--- src/rtl/alu_seq_param_pkg.sv ---
// rtl/alu_seq_param_pkg.sv - shared opcode, flag and state definitions for the sequential ALU
// Package alu_pkg: opcode map, {N,Z,C,V} flag bit positions, FSM state encoding.
package alu_pkg;

  typedef enum logic [3:0] {
    OP_ADD  = 4'h0,
    OP_SUB  = 4'h1,
    OP_MUL  = 4'h2,
    OP_INC  = 4'h3,
    OP_DEC  = 4'h4,
    OP_NOTA = 4'h5,
    OP_NOTB = 4'h6,
    OP_RSUB = 4'h7,
    OP_OR   = 4'h8,
    OP_NOR  = 4'h9,
    OP_XOR  = 4'hA,
    OP_XNOR = 4'hB,
    OP_AND  = 4'hC,
    OP_NAND = 4'hD,
    OP_SHL  = 4'hE,
    OP_SHR  = 4'hF
  } opcode_e;

  localparam int FLAG_N = 3;
  localparam int FLAG_Z = 2;
  localparam int FLAG_C = 1;
  localparam int FLAG_V = 0;

  typedef enum logic [1:0] {
    ST_IDLE = 2'd0,
    ST_MUL  = 2'd1,
    ST_DONE = 2'd2
  } state_e;

  function automatic logic [3:0] pack_flags(input logic n, input logic z,
                                            input logic c, input logic v);
    logic [3:0] f;
    f         = '0;
    f[FLAG_N] = n;
    f[FLAG_Z] = z;
    f[FLAG_C] = c;
    f[FLAG_V] = v;
    return f;
  endfunction

endpackage

--- src/rtl/alu_seq_param_if.sv ---
// rtl/alu_seq_param_if.sv - operation/result handshake bundle for the sequential ALU
// Request side: in_valid/in_ready, a, b, opcode. Response side: out_valid/out_ready,
// result, flags. master = requester/consumer, slave = ALU.
interface alu_seq_param_if #(
  parameter int WIDTH = 16
) ();
  logic             in_valid;
  logic             in_ready;
  logic [WIDTH-1:0] a;
  logic [WIDTH-1:0] b;
  logic [3:0]       opcode;
  logic             out_valid;
  logic             out_ready;
  logic [WIDTH-1:0] result;
  logic [3:0]       flags;

  modport master (
    output in_valid, a, b, opcode, out_ready,
    input  in_ready, out_valid, result, flags
  );

  modport slave (
    input  in_valid, a, b, opcode, out_ready,
    output in_ready, out_valid, result, flags
  );
endinterface

--- src/rtl/alu_mul_iter.sv ---
// rtl/alu_mul_iter.sv - iterative shift-add multiplier, one multiplier bit per cycle
// Ports: clk, rst_n (async, active-low), start (load a/b), a, b, done (one-cycle pulse
// after the last bit), product (full 2*WIDTH result, held until the next start).
module alu_mul_iter #(
  parameter int WIDTH = 16
) (
  input  logic                 clk,
  input  logic                 rst_n,
  input  logic                 start,
  input  logic [WIDTH-1:0]     a,
  input  logic [WIDTH-1:0]     b,
  output logic                 done,
  output logic [2*WIDTH-1:0]   product
);
  localparam int CW = $clog2(WIDTH) + 1;

  logic [2*WIDTH-1:0] acc_q, acc_d;
  logic [2*WIDTH-1:0] mcand_q, mcand_d;
  logic [WIDTH-1:0]   mplier_q, mplier_d;
  logic [CW-1:0]      cnt_q, cnt_d;
  logic               busy_q, busy_d;
  logic               done_q, done_d;

  // Bit 0 is consumed in the start cycle itself, so bits 1..WIDTH-1 follow on
  // the next WIDTH-1 cycles and all WIDTH bits take exactly WIDTH cycles.
  always_comb begin
    acc_d    = acc_q;
    mcand_d  = mcand_q;
    mplier_d = mplier_q;
    cnt_d    = cnt_q;
    busy_d   = busy_q;
    done_d   = 1'b0;
    if (start) begin
      acc_d    = b[0] ? {{WIDTH{1'b0}}, a} : '0;
      mcand_d  = {{(WIDTH-1){1'b0}}, a, 1'b0};
      mplier_d = b >> 1;
      cnt_d    = CW'(1);
      busy_d   = 1'b1;
    end else if (busy_q) begin
      if (mplier_q[0]) begin
        acc_d = acc_q + mcand_q;
      end
      mcand_d  = mcand_q << 1;
      mplier_d = mplier_q >> 1;
      cnt_d    = cnt_q + CW'(1);
      if (cnt_q == CW'(WIDTH-1)) begin
        busy_d = 1'b0;
        done_d = 1'b1;
      end
    end
  end

  always_ff @(posedge clk or negedge rst_n) begin
    if (!rst_n) begin
      acc_q    <= '0;
      mcand_q  <= '0;
      mplier_q <= '0;
      cnt_q    <= '0;
      busy_q   <= 1'b0;
      done_q   <= 1'b0;
    end else begin
      acc_q    <= acc_d;
      mcand_q  <= mcand_d;
      mplier_q <= mplier_d;
      cnt_q    <= cnt_d;
      busy_q   <= busy_d;
      done_q   <= done_d;
    end
  end

  assign done    = done_q;
  assign product = acc_q;

endmodule

--- src/rtl/alu_seq_param.sv ---
// rtl/alu_seq_param.sv - parametrised sequential ALU with valid/ready handshake
// Ports: clk, rst_n (async, active-low), bus (alu_seq_param_if.slave): operation in via
// in_valid/in_ready/a/b/opcode, result out via out_valid/out_ready/result/flags {N,Z,C,V}.
module alu_seq_param
  import alu_pkg::*;
#(
  parameter int WIDTH = 16,
  parameter int SHW   = $clog2(WIDTH)
) (
  input  logic           clk,
  input  logic           rst_n,
  alu_seq_param_if.slave bus
);
  localparam int MSB = WIDTH - 1;

  state_e             state_q, state_d;
  logic               in_ready_q, in_ready_d;
  logic               out_valid_q, out_valid_d;
  logic [WIDTH-1:0]   result_q, result_d;
  logic [3:0]         flags_q, flags_d;

  opcode_e            op;
  logic               accept;
  logic               mul_start;
  logic               mul_done;
  logic [2*WIDTH-1:0] mul_product;

  logic [WIDTH-1:0]   arith_x, arith_y;
  logic [WIDTH:0]     sum_ext, dif_ext;
  logic               add_v, sub_v, shift_big;
  logic [WIDTH-1:0]   alu_res;
  logic               alu_c, alu_v;

  assign op     = opcode_e'(bus.opcode);
  assign accept = bus.in_valid && in_ready_q;

  // One adder and one subtractor serve add/inc and sub/dec/rsub.
  always_comb begin
    arith_x = bus.a;
    arith_y = bus.b;
    case (op)
      OP_INC, OP_DEC: arith_y = WIDTH'(1);
      OP_RSUB: begin
        arith_x = bus.b;
        arith_y = bus.a;
      end
      default: ;
    endcase
  end

  // The extra top bit of dif_ext is the borrow (x < y unsigned).
  assign sum_ext   = {1'b0, arith_x} + {1'b0, arith_y};
  assign dif_ext   = {1'b0, arith_x} - {1'b0, arith_y};
  assign add_v     = (arith_x[MSB] == arith_y[MSB]) && (sum_ext[MSB] != arith_x[MSB]);
  assign sub_v     = (arith_x[MSB] != arith_y[MSB]) && (dif_ext[MSB] != arith_x[MSB]);
  // Any b of WIDTH or more shifts everything out, regardless of its low bits.
  assign shift_big = (bus.b > WIDTH'(MSB));

  always_comb begin
    alu_res = '0;
    alu_c   = 1'b0;
    alu_v   = 1'b0;
    case (op)
      OP_ADD, OP_INC: begin
        alu_res = sum_ext[MSB:0];
        alu_c   = sum_ext[WIDTH];
        alu_v   = add_v;
      end
      OP_SUB, OP_DEC, OP_RSUB: begin
        alu_res = dif_ext[MSB:0];
        alu_c   = dif_ext[WIDTH];
        alu_v   = sub_v;
      end
      OP_NOTA: alu_res = ~bus.a;
      OP_NOTB: alu_res = ~bus.b;
      OP_OR:   alu_res = bus.a | bus.b;
      OP_NOR:  alu_res = ~(bus.a | bus.b);
      OP_XOR:  alu_res = bus.a ^ bus.b;
      OP_XNOR: alu_res = ~(bus.a ^ bus.b);
      OP_AND:  alu_res = bus.a & bus.b;
      OP_NAND: alu_res = ~(bus.a & bus.b);
      OP_SHL:  alu_res = shift_big ? '0 : (bus.a << bus.b[SHW-1:0]);
      OP_SHR:  alu_res = shift_big ? '0 : (bus.a >> bus.b[SHW-1:0]);
      default: alu_res = '0;
    endcase
  end

  // Single-cycle ops are computed from the live inputs and latched at acceptance;
  // multiply operands are latched inside the multiplier on the same edge.
  always_comb begin
    state_d     = state_q;
    out_valid_d = out_valid_q;
    result_d    = result_q;
    flags_d     = flags_q;
    mul_start   = 1'b0;
    case (state_q)
      ST_IDLE: begin
        if (accept) begin
          if (op == OP_MUL) begin
            mul_start = 1'b1;
            state_d   = ST_MUL;
          end else begin
            state_d     = ST_DONE;
            out_valid_d = 1'b1;
            result_d    = alu_res;
            flags_d     = pack_flags(alu_res[MSB], alu_res == '0, alu_c, alu_v);
          end
        end
      end
      ST_MUL: begin
        if (mul_done) begin
          state_d     = ST_DONE;
          out_valid_d = 1'b1;
          result_d    = mul_product[MSB:0];
          flags_d     = pack_flags(mul_product[MSB], mul_product[MSB:0] == '0,
                                   |mul_product[2*WIDTH-1:WIDTH], 1'b0);
        end
      end
      ST_DONE: begin
        if (bus.out_ready) begin
          state_d     = ST_IDLE;
          out_valid_d = 1'b0;
        end
      end
      default: begin
        state_d     = ST_IDLE;
        out_valid_d = 1'b0;
      end
    endcase
  end

  // Registered from the next state so in_ready stays low during reset and
  // rises on the first edge after release.
  assign in_ready_d = (state_d == ST_IDLE);

  always_ff @(posedge clk or negedge rst_n) begin
    if (!rst_n) begin
      state_q     <= ST_IDLE;
      in_ready_q  <= 1'b0;
      out_valid_q <= 1'b0;
      result_q    <= '0;
      flags_q     <= '0;
    end else begin
      state_q     <= state_d;
      in_ready_q  <= in_ready_d;
      out_valid_q <= out_valid_d;
      result_q    <= result_d;
      flags_q     <= flags_d;
    end
  end

  alu_mul_iter #(.WIDTH(WIDTH)) u_mul (
    .clk     (clk),
    .rst_n   (rst_n),
    .start   (mul_start),
    .a       (bus.a),
    .b       (bus.b),
    .done    (mul_done),
    .product (mul_product)
  );

  assign bus.in_ready  = in_ready_q;
  assign bus.out_valid = out_valid_q;
  assign bus.result    = result_q;
  assign bus.flags     = flags_q;

endmodule

--- src/flat_wrapper.sv ---
// flat-port wrapper written by rule: the top's interface ports become plain ports
module alu_seq_param_flat import alu_pkg::*;
#(
  parameter int WIDTH = 16,
  parameter int SHW   = $clog2(WIDTH)
)
  (clk, rst_n, bus_in_valid, bus_a, bus_b, bus_opcode, bus_out_ready, bus_in_ready, bus_out_valid, bus_result, bus_flags);
  alu_seq_param_if #(.WIDTH(WIDTH)) bus_i ();
  input  logic clk;
  input  logic rst_n;
  input wire logic [$bits(bus_i.in_valid)-1:0] bus_in_valid;
  input wire logic [$bits(bus_i.a)-1:0] bus_a;
  input wire logic [$bits(bus_i.b)-1:0] bus_b;
  input wire logic [$bits(bus_i.opcode)-1:0] bus_opcode;
  input wire logic [$bits(bus_i.out_ready)-1:0] bus_out_ready;
  output wire logic [$bits(bus_i.in_ready)-1:0] bus_in_ready;
  output wire logic [$bits(bus_i.out_valid)-1:0] bus_out_valid;
  output wire logic [$bits(bus_i.result)-1:0] bus_result;
  output wire logic [$bits(bus_i.flags)-1:0] bus_flags;
  assign bus_i.in_valid = bus_in_valid;
  assign bus_i.a = bus_a;
  assign bus_i.b = bus_b;
  assign bus_i.opcode = bus_opcode;
  assign bus_i.out_ready = bus_out_ready;
  assign bus_in_ready = bus_i.in_ready;
  assign bus_out_valid = bus_i.out_valid;
  assign bus_result = bus_i.result;
  assign bus_flags = bus_i.flags;
  alu_seq_param #(.WIDTH(WIDTH), .SHW(SHW)) u_core (.clk(clk), .rst_n(rst_n), .bus(bus_i));
endmodule
--- config.mk ---
export PLATFORM = sky130hd
export DESIGN_NAME = alu_seq_param_flat
export DESIGN_NICKNAME = d
export VERILOG_FILES = /design/src/rtl/alu_seq_param_pkg.sv /design/src/rtl/alu_seq_param_if.sv /design/src/rtl/alu_mul_iter.sv /design/src/rtl/alu_seq_param.sv /design/src/flat_wrapper.sv
export SDC_FILE = /design/constraint.sdc
export NUM_CORES = 1
export LEC_CHECK = 0
export CELL_PAD_IN_SITES_DETAIL_PLACEMENT = 0
export CELL_PAD_IN_SITES_GLOBAL_PLACEMENT = 1
export CORE_ASPECT_RATIO = 0.75
export CORE_MARGIN = 1.5
export CORE_UTILIZATION = 48
export CTS_BUF_LIST = sky130_fd_sc_hd__clkbuf_8
export DETAILED_ROUTE_END_ITERATION = 16
export PLACE_DENSITY_LB_ADDON = 0.3
export SLEW_MARGIN = 40
export SYNTH_ARGS = -nofsm -noshare
export SYNTH_HDL_FRONTEND = slang
export SYNTH_SLANG_ARGS = --single-unit
--- constraint.sdc ---
create_clock -name clk -period 3.95 [get_ports clk]
set_input_delay 0.395 -clock clk [delete_from_list [all_inputs] [get_ports clk]]
set_output_delay 0.395 -clock clk [all_outputs]
set_load 0.1 [all_outputs]
## Word level (Yosys, flattened, before mapping)

Cells that the tools add are included.

| storage, ports and cells | value |
|---|---|
| input port bits | 40 |
| logic and storage cells | 114 |
| register bits after elaboration | 111 |

| operators by class | value |
|---|---|
| equal/unequal tests | 26 |
| bitwise gates (word level) | 8 |
| add/sub/neg operators | 4 |
| shift operators | 2 |
| $lt $le $gt $ge | 1 |
| reduce and logical (&&, ||, !) cells | 18 |
| mux-type cells | 44 |

Operators by type and width:

| kind | number |
|---|---|
| $pmux 16 s12 | 1 |
| $mux 32 | 5 |
| $mux 16 | 9 |
| $not 16->16 | 5 |
| $pmux 16 s2 | 2 |
| $add 32x32->32 | 1 |
| $eq 4x4->1 const B | 8 |
| $logic_not 16->1 | 2 |
| $add 16x16->17 | 1 |
| $sub 16x16->17 | 1 |
| $and 16x16->16 | 1 |
| $eq 4x3->1 const B | 4 |
| $gt 16x4->1 const B | 1 |
| $or 16x16->16 | 1 |
| $reduce_or 16->1 | 1 |
| $shl 16x4->16 | 1 |
| $shr 16x4->16 | 1 |
| $xor 16x16->16 | 1 |
| $mux 1 | 13 |
| $mux 4 | 3 |
| $mux 5 | 2 |
| $eq 4x2->1 const B | 2 |
| $mux 2 | 4 |
| $pmux 4 s2 | 1 |
| other kinds (20) | 32 |

## Depth between registers and ports, before layout

Gate-level depths: netlist of run 1.

| logic depth | value |
|---|---|
| depth after elaboration | 10 |
| gate-level depth with buffers | 23 |

## By module

A second synthesis of run 1 with hierarchy kept.

| second synthesis, totals | value |
|---|---|
| cells, all modules | 1,433 |
| area total of the unflattened synthesis | 11,428.5 µm² |

By module, submodules not included:

| module | instances | sequential area each (µm²) | cells an instance | area an instance (µm²) |
|---|---|---|---|---|
| alu_seq_param | 1 | 575.6 | 865 | 6,183.4 |
| alu_mul_iter | 1 | 2,127.0 | 568 | 5,245.0 |

## Worst setup path after synthesis of run 1

OpenSTA, ideal clock, no wires.

| timing | value |
|---|---|
| path kind | in2reg |
| start | in bus_opcode[0] |
| end | reg u_core.flags_q[2] (netlist: u_core.bus.flags[2]) |
| library setup time | 0.076 ns |
| path slack | -1.294 ns |
| stages | 20 |
| required time | 3.874 ns |
| arrival | 5.167 ns |
| cells stage by stage | buf_2 > buf_2 > buf_1 > nand2_1 > nor2_1 > clkbuf_1 > buf_1 > nand2_1 > o21ai_0 > ha_1 > buf_6 > or4_4 > nor4_2 > o311ai_1 > and3_4 > a221o_1 > a211o_1 > or4_1 > or4_1 > o21ai_1 |

| between the ends | value |
|---|---|
| longest elaborated chain between the ends | 9 |
| elaborated cells between the ends (all ways) | 30 |
| those cells by class | 2 x add/sub; 16 x eq/ne; 6 x mux; 6 x reduce/logical |

Ends and longest elaborated chain:

| what | RTL line | text |
|---|---|---|
| start, declared | flat_wrapper.sv:14 | `input wire logic [$bits(bus_i.opcode)-1:0] bus_opcode;` |
| $eq 4x2->1 or $eq 4x3->1 (tied branches) | alu_seq_param.sv:41, alu_seq_param.sv:63 |  |
| $reduce_or 2->1 | alu_seq_param.sv:41 | `case (op)` |
| $pmux 16 s2 | alu_seq_param.sv:41 |  |
| $sub 16x16->17 or $add 16x16->17 (tied branches) | alu_seq_param.sv:53, alu_seq_param.sv:52 |  |
| $pmux 16 s12 | alu_seq_param.sv:63 | `case (op)` |
| $logic_not 16->1 | alu_seq_param.sv:106 | `flags_d = pack_flags(alu_res[MSB], alu_res == '0, alu_c, alu_v);` |
| $mux 4 | alu_seq_param.sv:99 | `if (op == OP_MUL) begin` |
| $mux 4 | alu_seq_param.sv:98 | `if (accept) begin` |
| $pmux 4 s2 | alu_seq_param.sv:96 | `case (state_q)` |
| end signal, assigned | alu_seq_param.sv:148 | `flags_q <= flags_d;` |
| end, declared | alu_seq_param.sv:20 | `logic [3:0] flags_q, flags_d;` |

Parallel ways exist; a longest one is shown, timed or not. The select of a mux whose other input is x is not followed.
A chain may end at the register's enable or synchronous reset.

## Worst setup path in the final report of run 1

Ends and elaborated chain as after synthesis.

==> results of run 1 <==
through the flow:
step,util (%),instance area [sq um]
floorplan,-,11700
global placement,58.4,14000
detailed placement,58.0,13900
CTS,59.8,14300
global route,60.8,14500
finish,60.8,14500
worst register-to-register path, cell delays in order (launching register included):
cell     delay [ns]
dfrtp_1        0.47
ha_1           0.41
nand4_1        0.23
or3_1          0.42
a211o_1        0.31
and3_1         0.20
o21ai_0        0.33
a31o_2         0.28
and4_1         0.23
nor4_1         0.07
or4_1          0.47
a21oi_1        0.15
sequential cells by signal, indices dropped and copies added, names as in the netlist:
signal                 cells
u_core.state_q             2
u_core.u_mul.done          1
u_core.bus.out_valid       1
u_core.bus.flags           4
u_core.u_mul.product      32
u_core.bus.result         15
u_core.u_mul.mcand_q      31
u_core.u_mul.busy_q        1
u_core.u_mul.mplier_q     15
u_core.bus.in_ready        1
u_core.u_mul.cnt_q         5
cells in the mapped netlist, types with 25 or more instances:
| cell type | count |
|---|---|
| clkbuf_1 | 74 |
| dfrtp_1 | 108 |
| a21oi_1 | 119 |
| nor3_1 | 26 |
| mux2i_1 | 73 |
| inv_1 | 84 |
| o21ai_0 | 121 |
| ha_1 | 98 |
| nand3_1 | 33 |
| xnor2_1 | 39 |
| nor2_1 | 118 |
| a211oi_1 | 25 |
| nand2_1 | 144 |
power by group:
| group | total, mW | internal (mW) | switching [mW] |
|---|---|---|---|
| clock | 0.730 | 0.349 | 0.381 |
| sequential | 2.04 | 1.55 | 0.493 |
| combinational | 4.52 | 1.71 | 2.81 |
| total | 7.29 | 3.61 | 3.68 |
layer usage:
metal,wire [microns],GRT usage [%]
met4,753,6.60
met1,21000,54.0
met5,0,0
met2,16900,46.8
met3,6730,16.2
placed cells by master, fill, tap and decap left out, types with 8 or more instances in the layout:
master           Yosys  layout
ha_1                98      93
nand3_1             33      33
xor2_1              17      17
a221oi_1            13      12
a211oi_1            25      22
o21a_1               8       8
nor3_1              26      25
buf_4               11     247
nor2b_1             14      14
mux4_2              16      16
dfrtp_1            108     107
o22ai_1             23      23
mux2_2              10      10
a22oi_1             15      13
o21ai_0            121     109
nor4_1              13      13
inv_1               84      86
clkdlybuf4s50_1      0      28
nor2_1             118     115
a21oi_1            119     116
o221ai_1            12      12
o211ai_1            15      15
a22o_1              17      15
and3_1              12      12
xnor2_1             39      39
a31oi_1             11      10
nand2b_1            20      17
a21o_1              20      20
nand2_1            144     143
buf_2               16      26
nand4_1              8       8
clkbuf_8             0       9
o32ai_1             10      10
mux2i_1             73      73
worst max-delay path by stage:
stage	slack, ns	to	startpoint	cells after the start
floorplan	-0.54	u_core.bus.flags[2]$_DFFE_PN0P_	bus_opcode[0]	20
global placement	-0.99	u_core.bus.flags[2]$_DFFE_PN0P_	bus_opcode[1]	18
detailed placement	-0.99	u_core.bus.flags[2]$_DFFE_PN0P_	bus_opcode[1]	18
CTS	-0.08	u_core.bus.flags[2]$_DFFE_PN0P_	bus_opcode[3]	16
global route	-0.17	u_core.bus.flags[2]$_DFFE_PN0P_	bus_opcode[3]	18
finish	-0.11	u_core.bus.flags[2]$_DFFE_PN0P_	bus_opcode[0]	17
cell families (layout without fill, tap and decap cells):
logic type | after synthesis | count (layout) | synth area share [%]
fa+ha+maj | 101 | 101 | 11.0
xor+xnor | 56 | 56 | 4.21
simple gates | 428 | 428 | 17.2
flops | 108 | 108 | 23.2
mux | 99 | 99 | 10.3
buf+inv | 204 | 420 | 7.36
compound gates | 479 | 479 | 26.7
area by class of cell:
cell class | count | area [sq um]
Clock buffer | 9 | 124
Clock inverter | 6 | 82.6
Fill cell | 2173 | 9370
Inverter | 87 | 327
Multi-Input combinational cell | 1163 | 8380
Sequential cell | 108 | 2700
Tap cell | 306 | 383
Timing Repair Buffer | 318 | 2530
timing repair:
action                                 in CTS  in global routing
setup endpoints to repair                   9                  8
cloned                                      2                  0
setup buffers                               7                  8
endpoints found under the hold margin       0                  8
pin swaps                                  12                 14
hold buffers                                0                  1
resized for setup                          45                 39
==> impl_metrics.csv, run 1 <==
group,metric,value,unit
synth,syn_nets,1616,
sta,finalCritPeriodShare,103,%
synth,synth_area_per_cell,7.90,sq um
setup_path,regToRegEndpoint,"u_core.u_mul.product[31]$_DFFE_PN0P_",
cts,cts_buffer_depth,2,
sta,final_hold_viol_count,0,
synth,synth.top_cell.area_share,23.2,%
cells_and_area,stdcell_count,1997,
setup_path,cp-start-kind,"input pin",
cts,cts_tree,"built",
place,dp_cells,1964,
setup_path,slowest_delay,0.58,ns
setup_path,worst-setup-path-type,"input pin to flip-flop",
global_route,grt_pass1_wl,68.2,mm
global_route,grt_max_degree,58,
sta,setup_viol,1,
setup_path,reg2reg_depth,11,
drt,via_per_inst,6.31,
floorplanning,dieArea,25200,sq um
synth,synthTopCellsByArea,"dfrtp_1 (23%), ha_1 (11%), mux2i_1 (6.3%), o21ai_0 (5.2%), a21oi_1 (5.1%)",
outcome,status,"complete, but fails checks",
place,pre_cts_ws,-0.988,ns
setup_path,r2r-start,"u_core.u_mul.product[14]$_DFFE_PN0P_",
sta,skew,0.0149,ns
floorplanning,start_util,48.7,%
synth,syn_area,11700,sq um
setup_path,worst_path_max_delay_cell,"or4_4",
sta,grt_setup_unrepaired,"yes",
min_path,hold_path_end,"u_core.bus.result[10]$_DFFE_PN0P_",
sta,tightest_slew,0.791,ns
sta,max_slew_margin,46.8,%
drt,drtPass1Iterations,6,
min_path,worst_hold_path.num_cells,2,
cts,cts_max_level,3,
global_route,gr-total-overflow,0,
floorplanning,ios,62,
floorplanning,placementRows,49,
global_route,antenna_found_initial,0,
cts,clkSinkCount,108,
setup_path,rrSetupSlack,0.31,ns
sta,slew_violations,0,
cells_and_area,diodes,0,
setup_path,end_kind,"flip-flop",
min_path,min_from,"u_core.bus.result[10]$_DFFE_PN0P_",
floorplanning,die_h,138,microns
synth,ys_warn_count,0,
drt,vias,12611,
place,io_buffers,61,
cells_and_area,drive_gt1_share,22.7,%
setup_path,crit_chain,"buf_2 -> nand2_2 -> nor2_4 -> buf_4 -> buf_16 -> buf_4 -> a22o_4 -> ha_4 -> or4_4 -> nor4_4 -> o311ai_2 -> and3_4 -> a221o_1 -> a211o_1 -> or4_1 -> or4_1 -> o21ai_1",
place,gp_congestion,1.02,
drt,drt_wl_total,45.4,mm
synth,yosys_most_used_dff,"dfrtp_1",
place,place_hpwl,35.6,mm
sta,finalHoldWorstSlack,0.485,ns
setup_path,cp.required,4.27,ns
setup_path,cp_top_family,"simple AND/OR/NAND/NOR gates",
synth,ys_seq_area_share,23.2,%
drt,drt-initial-drc-count,1485,
cts,cts-buffers-inserted,9,
synth,synth_edf_count,0,
cts,clkSlewWorstSetupHoldPaths,0.10,ns
global_route,grt_pass1_vias,11386,
global_route,grtUsageTotal,36.1,%
floorplanning,dieWidth,183,microns
drt,avgRoutedWirePerCell,22.7,microns
cts,root_buffer,"clkbuf_8",
sta,layout_setup_ws,-0.108,ns
synth,async_reset_ff_share,100,%
synth,synth_top_area_cell,"dfrtp_1",
drt,drtAntennaViolNets,0,
power,p_total,7.29,mW
drt,drc,0,
sta,final.setup.tns,-0.108,ns
floorplanning,core,23900,sq um
power,cellPowerDensity,502,nW/um^2
sta,min_period,4.06,ns
synth,synthCells,1475,
min_path,hp-class,"flip-flop to flip-flop",
setup_path,worstPathMaxFanout,5,
cells_and_area,fin_nets,1828,
sta,fmax,0.246,GHz
flow_run,maxCapViolations,0,
synth,synth_cell_types,78,
cells_and_area,syn2layout_area_growth,24.8,%
setup_path,cp.buffers_inverters,4,
outcome,violations,"negative setup slack",
power,ir_drop,0.000499,V
synth,ys_seq_elements,108,
power,leakage,6.71,nW
cts,clock_latency,0.39,ns
setup_path,cp.arrival,4.38,ns
Power figures use the tool's default switching activity.
==> inputs of run 2 (changes only) <==
--- a/config.mk
+++ b/config.mk
@@ -5,11 +5,12 @@
 export SDC_FILE = /design/constraint.sdc
 export NUM_CORES = 1
 export LEC_CHECK = 0
+export ABC_AREA = 1
 export CELL_PAD_IN_SITES_DETAIL_PLACEMENT = 0
 export CELL_PAD_IN_SITES_GLOBAL_PLACEMENT = 1
 export CORE_ASPECT_RATIO = 0.75
 export CORE_MARGIN = 1.5
-export CORE_UTILIZATION = 48
+export CORE_UTILIZATION = 44
 export CTS_BUF_LIST = sky130_fd_sc_hd__clkbuf_8
 export DETAILED_ROUTE_END_ITERATION = 16
 export PLACE_DENSITY_LB_ADDON = 0.3
==> run 2 against run 1 <==
Against the previous run: the flow now finishes without violations; combinational power barely moved; sequential power fell by 2%; die area grew 8.7%; clock power up 4.4%; via count grew 6.6%; sequential cell count unchanged; critical endpoint unchanged; largest power group unchanged.
==> impl_metrics.csv, run 2 <==
group,metric,value,unit
global_route,grtUsageTotal,34.6,%
sta,min_period,3.77,ns
sta,finalCritPeriodShare,95.4,%
drt,drtAntennaViolNets,0,
cts,cts_setup_buffers,0,
global_route,gr-total-overflow,0,
place,pre_cts_ws,-0.234,ns
synth,ys_warn_count,0,
setup_path,cp-start-kind,"input pin",
cells_and_area,final_cell_mix,"nand2_1 (581), inv_1 (230), nand3_1 (196), nor2_1 (175), o21ai_0 (137)",
cells_and_area,layout_commonest_cell,"nand2_1",
drt,drt_wl_total,47.0,mm
place,io_buffers,61,
power,cellPowerDensity,552,nW/um^2
setup_path,worstPathMaxFanout,7,
floorplanning,placementRows,51,
setup_path,r2r-start,"u_core.u_mul.mcand_q[1]$_DFFE_PN0P_",
floorplanning,dieWidth,191,microns
floorplanning,dieArea,27400,sq um
drt,via_per_inst,5.69,
synth,syn_area,11600,sq um
floorplanning,ios,62,
sta,max_slew_margin,52.2,%
cells_and_area,largest_reg_flops,32,
cts,cts_buffer_depth,2,
sta,grt_setup_unrepaired,"no",
synth,yosys_most_used_dff,"dfrtp_1",
cts,root_buffer,"clkbuf_8",
synth,synthTopCellsByArea,"dfrtp_1 (23%), nand2_1 (19%), ha_1 (11%), nand3_1 (8.5%), inv_1 (7.4%)",
sta,fmax,0.265,GHz
global_route,grt_pass1_vias,12042,
cts,cts_tree,"built",
synth,ys_top_cells_by_count,"nand2_1 (581), inv_1 (229), nand3_1 (197)",
cts,cts_max_level,3,
cts,clkSinkCount,108,
synth,syn_nets,2064,
power,p_total,7.28,mW
place,place_hpwl,37.5,mm
synth,async_reset_ff_share,100,%
drt,drc,0,
setup_path,end_kind,"flip-flop",
cells_and_area,syn2layout_area_growth,13.4,%
sta,skew,0.0297,ns
setup_path,startpoint,"bus_opcode[1]",
cts,ctsResizeCount,0,
synth,synth_cell_types,46,
floorplanning,die_h,144,microns
global_route,antenna_found_initial,0,
outcome,status,"finished, final reports clean",
synth,synth_area_per_cell,6.05,sq um
sta,final.setup.tns,0,ns
drt,avgRoutedWirePerCell,19.9,microns
cells_and_area,drive_gt1_share,8.37,%
flow_run,maxCapViolations,0,
floorplanning,start_util,44.8,%
place,gp_congestion,0.968,
global_route,grt_pass1_wl,71.2,mm
cells_and_area,fillCellCount,2723,
min_path,hp-class,"input pin to asynchronous set/reset pin",
global_route,grt_max_degree,76,
drt,drt-initial-drc-count,1588,
synth,ys_seq_area_share,23.2,%
synth,synth_edf_count,0,
synth,synth_top_area_cell,"dfrtp_1",
setup_path,cp.required,4.30,ns
power,ir_drop,0.000733,V
cells_and_area,post-route-cell-area,13200,sq um
drt,drtPass1Iterations,8,
place,dp_cells,2348,
cts,clkSlewWorstSetupHoldPaths,0.12,ns
synth,synth.most_common_cell,"nand2_1",
sta,final_hold_viol_count,0,
setup_path,cp.arrival,4.12,ns
power,leakage,7.01,nW
sta,slew_violations,0,
sta,finalHoldWorstSlack,0.00649,ns
cells_and_area,stdcell_count,2364,
synth,ys_seq_elements,108,
sta,tightest_slew,0.709,ns
cts,clock_latency,0.41,ns
cells_and_area,fin_util,50.8,%
setup_path,worst-setup-path-type,"input pin to flip-flop",
drt,vias,13448,
synth,synthCells,1923,
place,post_dp_cell_area,13000,sq um
synth,synth.top_cell.area_share,23.2,%
cells_and_area,fin_nets,2156,
sta,layout_setup_ws,0.180,ns
cts,postCtsHoldBufs,0,
floorplanning,core,26000,sq um
cts,cts-buffers-inserted,9,
sta,setup_viol,0,
[run 2: kinds of logic (layout without fill, tap and decap cells)]
kind of cell	Yosys count	after routing	share of synthesized area (%)
fa+ha+maj	101	101	11.1
other cells	0	1	0
buf+inv	313	409	10.5
flops	108	108	23.2
xor+xnor	10	10	0.753
simple gates	1042	1042	37.4
compound gates	349	349	17.0
[run 2: path summary, 6_finish.rpt]
path / endpoint / slack (ns) / cells past startpoint
max: u_core.bus.flags[2]$_DFFE_PN0P_ / 0.18 / 21
min: u_core.u_mul.mcand_q[29]$_DFFE_PN0P_ / 0.006 / 1
max reg2reg: u_core.u_mul.product[29]$_DFFE_PN0P_ / 1.17 / 13
min reg2reg: u_core.bus.flags[0]$_DFFE_PN0P_ / 0.48 / 2
max in group asynchronous: u_core.bus.result[2]$_DFFE_PN0P_ / 3.18 / 2
min in group clk: u_core.bus.flags[0]$_DFFE_PN0P_ / 0.48 / 2
[run 2: where the power goes]
| part | internal [mW] | switching [mW] |
|---|---|---|
| clock | 0.356 | 0.406 |
| sequential | 1.56 | 0.437 |
| combinational | 1.33 | 3.19 |
[run 2: area by class of cell]
| cell class | instances | area, sq um | share of cell area [%] |
|---|---|---|---|
| tap | 344 | 430 | 3.26 |
| clock buffer | 9 | 124 | 0.940 |
| antenna | 1 | 2.50 | 0.0190 |
| sequential | 108 | 2700 | 20.5 |
| clock inverter | 6 | 86.3 | 0.655 |
| timing repair buffer | 152 | 1200 | 9.08 |
| multi-input combinational | 1502 | 7730 | 58.6 |
| inverter | 242 | 910 | 6.90 |
[run 2: critical path, stage by stage]
cell	delay (ns)
clkdlybuf4s50_1	0.56
nand2_2	0.16
nor2_1	0.25
inv_1	0.15
o22ai_1	0.22
inv_1	0.11
ha_1	0.23
fa_1	0.44
nand3_1	0.13
nand3_1	0.15
nand2_1	0.09
nand2_1	0.10
xor2_1	0.15
nor2_1	0.06
nor2_1	0.28
nand2_1	0.15
nor2_1	0.14
nand3_1	0.09
nor2_1	0.11
nor2_1	0.05
nor2_1	0.09
[run 2: routing by layer]
layer | routed length [microns] | up-vias | GRT usage (%)
li1 | - | 6510 | -
met1 | 21800 | 6172 | 51.7
met2 | 18500 | 688 | 47.9
met3 | 5440 | 76 | 9.99
met4 | 1130 | 2 | 7.71
met5 | 63 | - | 1.83
==> inputs of run 3 (changes only) <==
--- a/config.mk
+++ b/config.mk
@@ -12,6 +12,7 @@
 export CORE_MARGIN = 1.5
 export CORE_UTILIZATION = 44
 export CTS_BUF_LIST = sky130_fd_sc_hd__clkbuf_8
+export CTS_CLUSTER_DIAMETER = 80
 export DETAILED_ROUTE_END_ITERATION = 16
 export PLACE_DENSITY_LB_ADDON = 0.3
 export SLEW_MARGIN = 40
==> results of run 3 <==
Same layout as run 2: the final DEF is identical, and so are final timing and power.
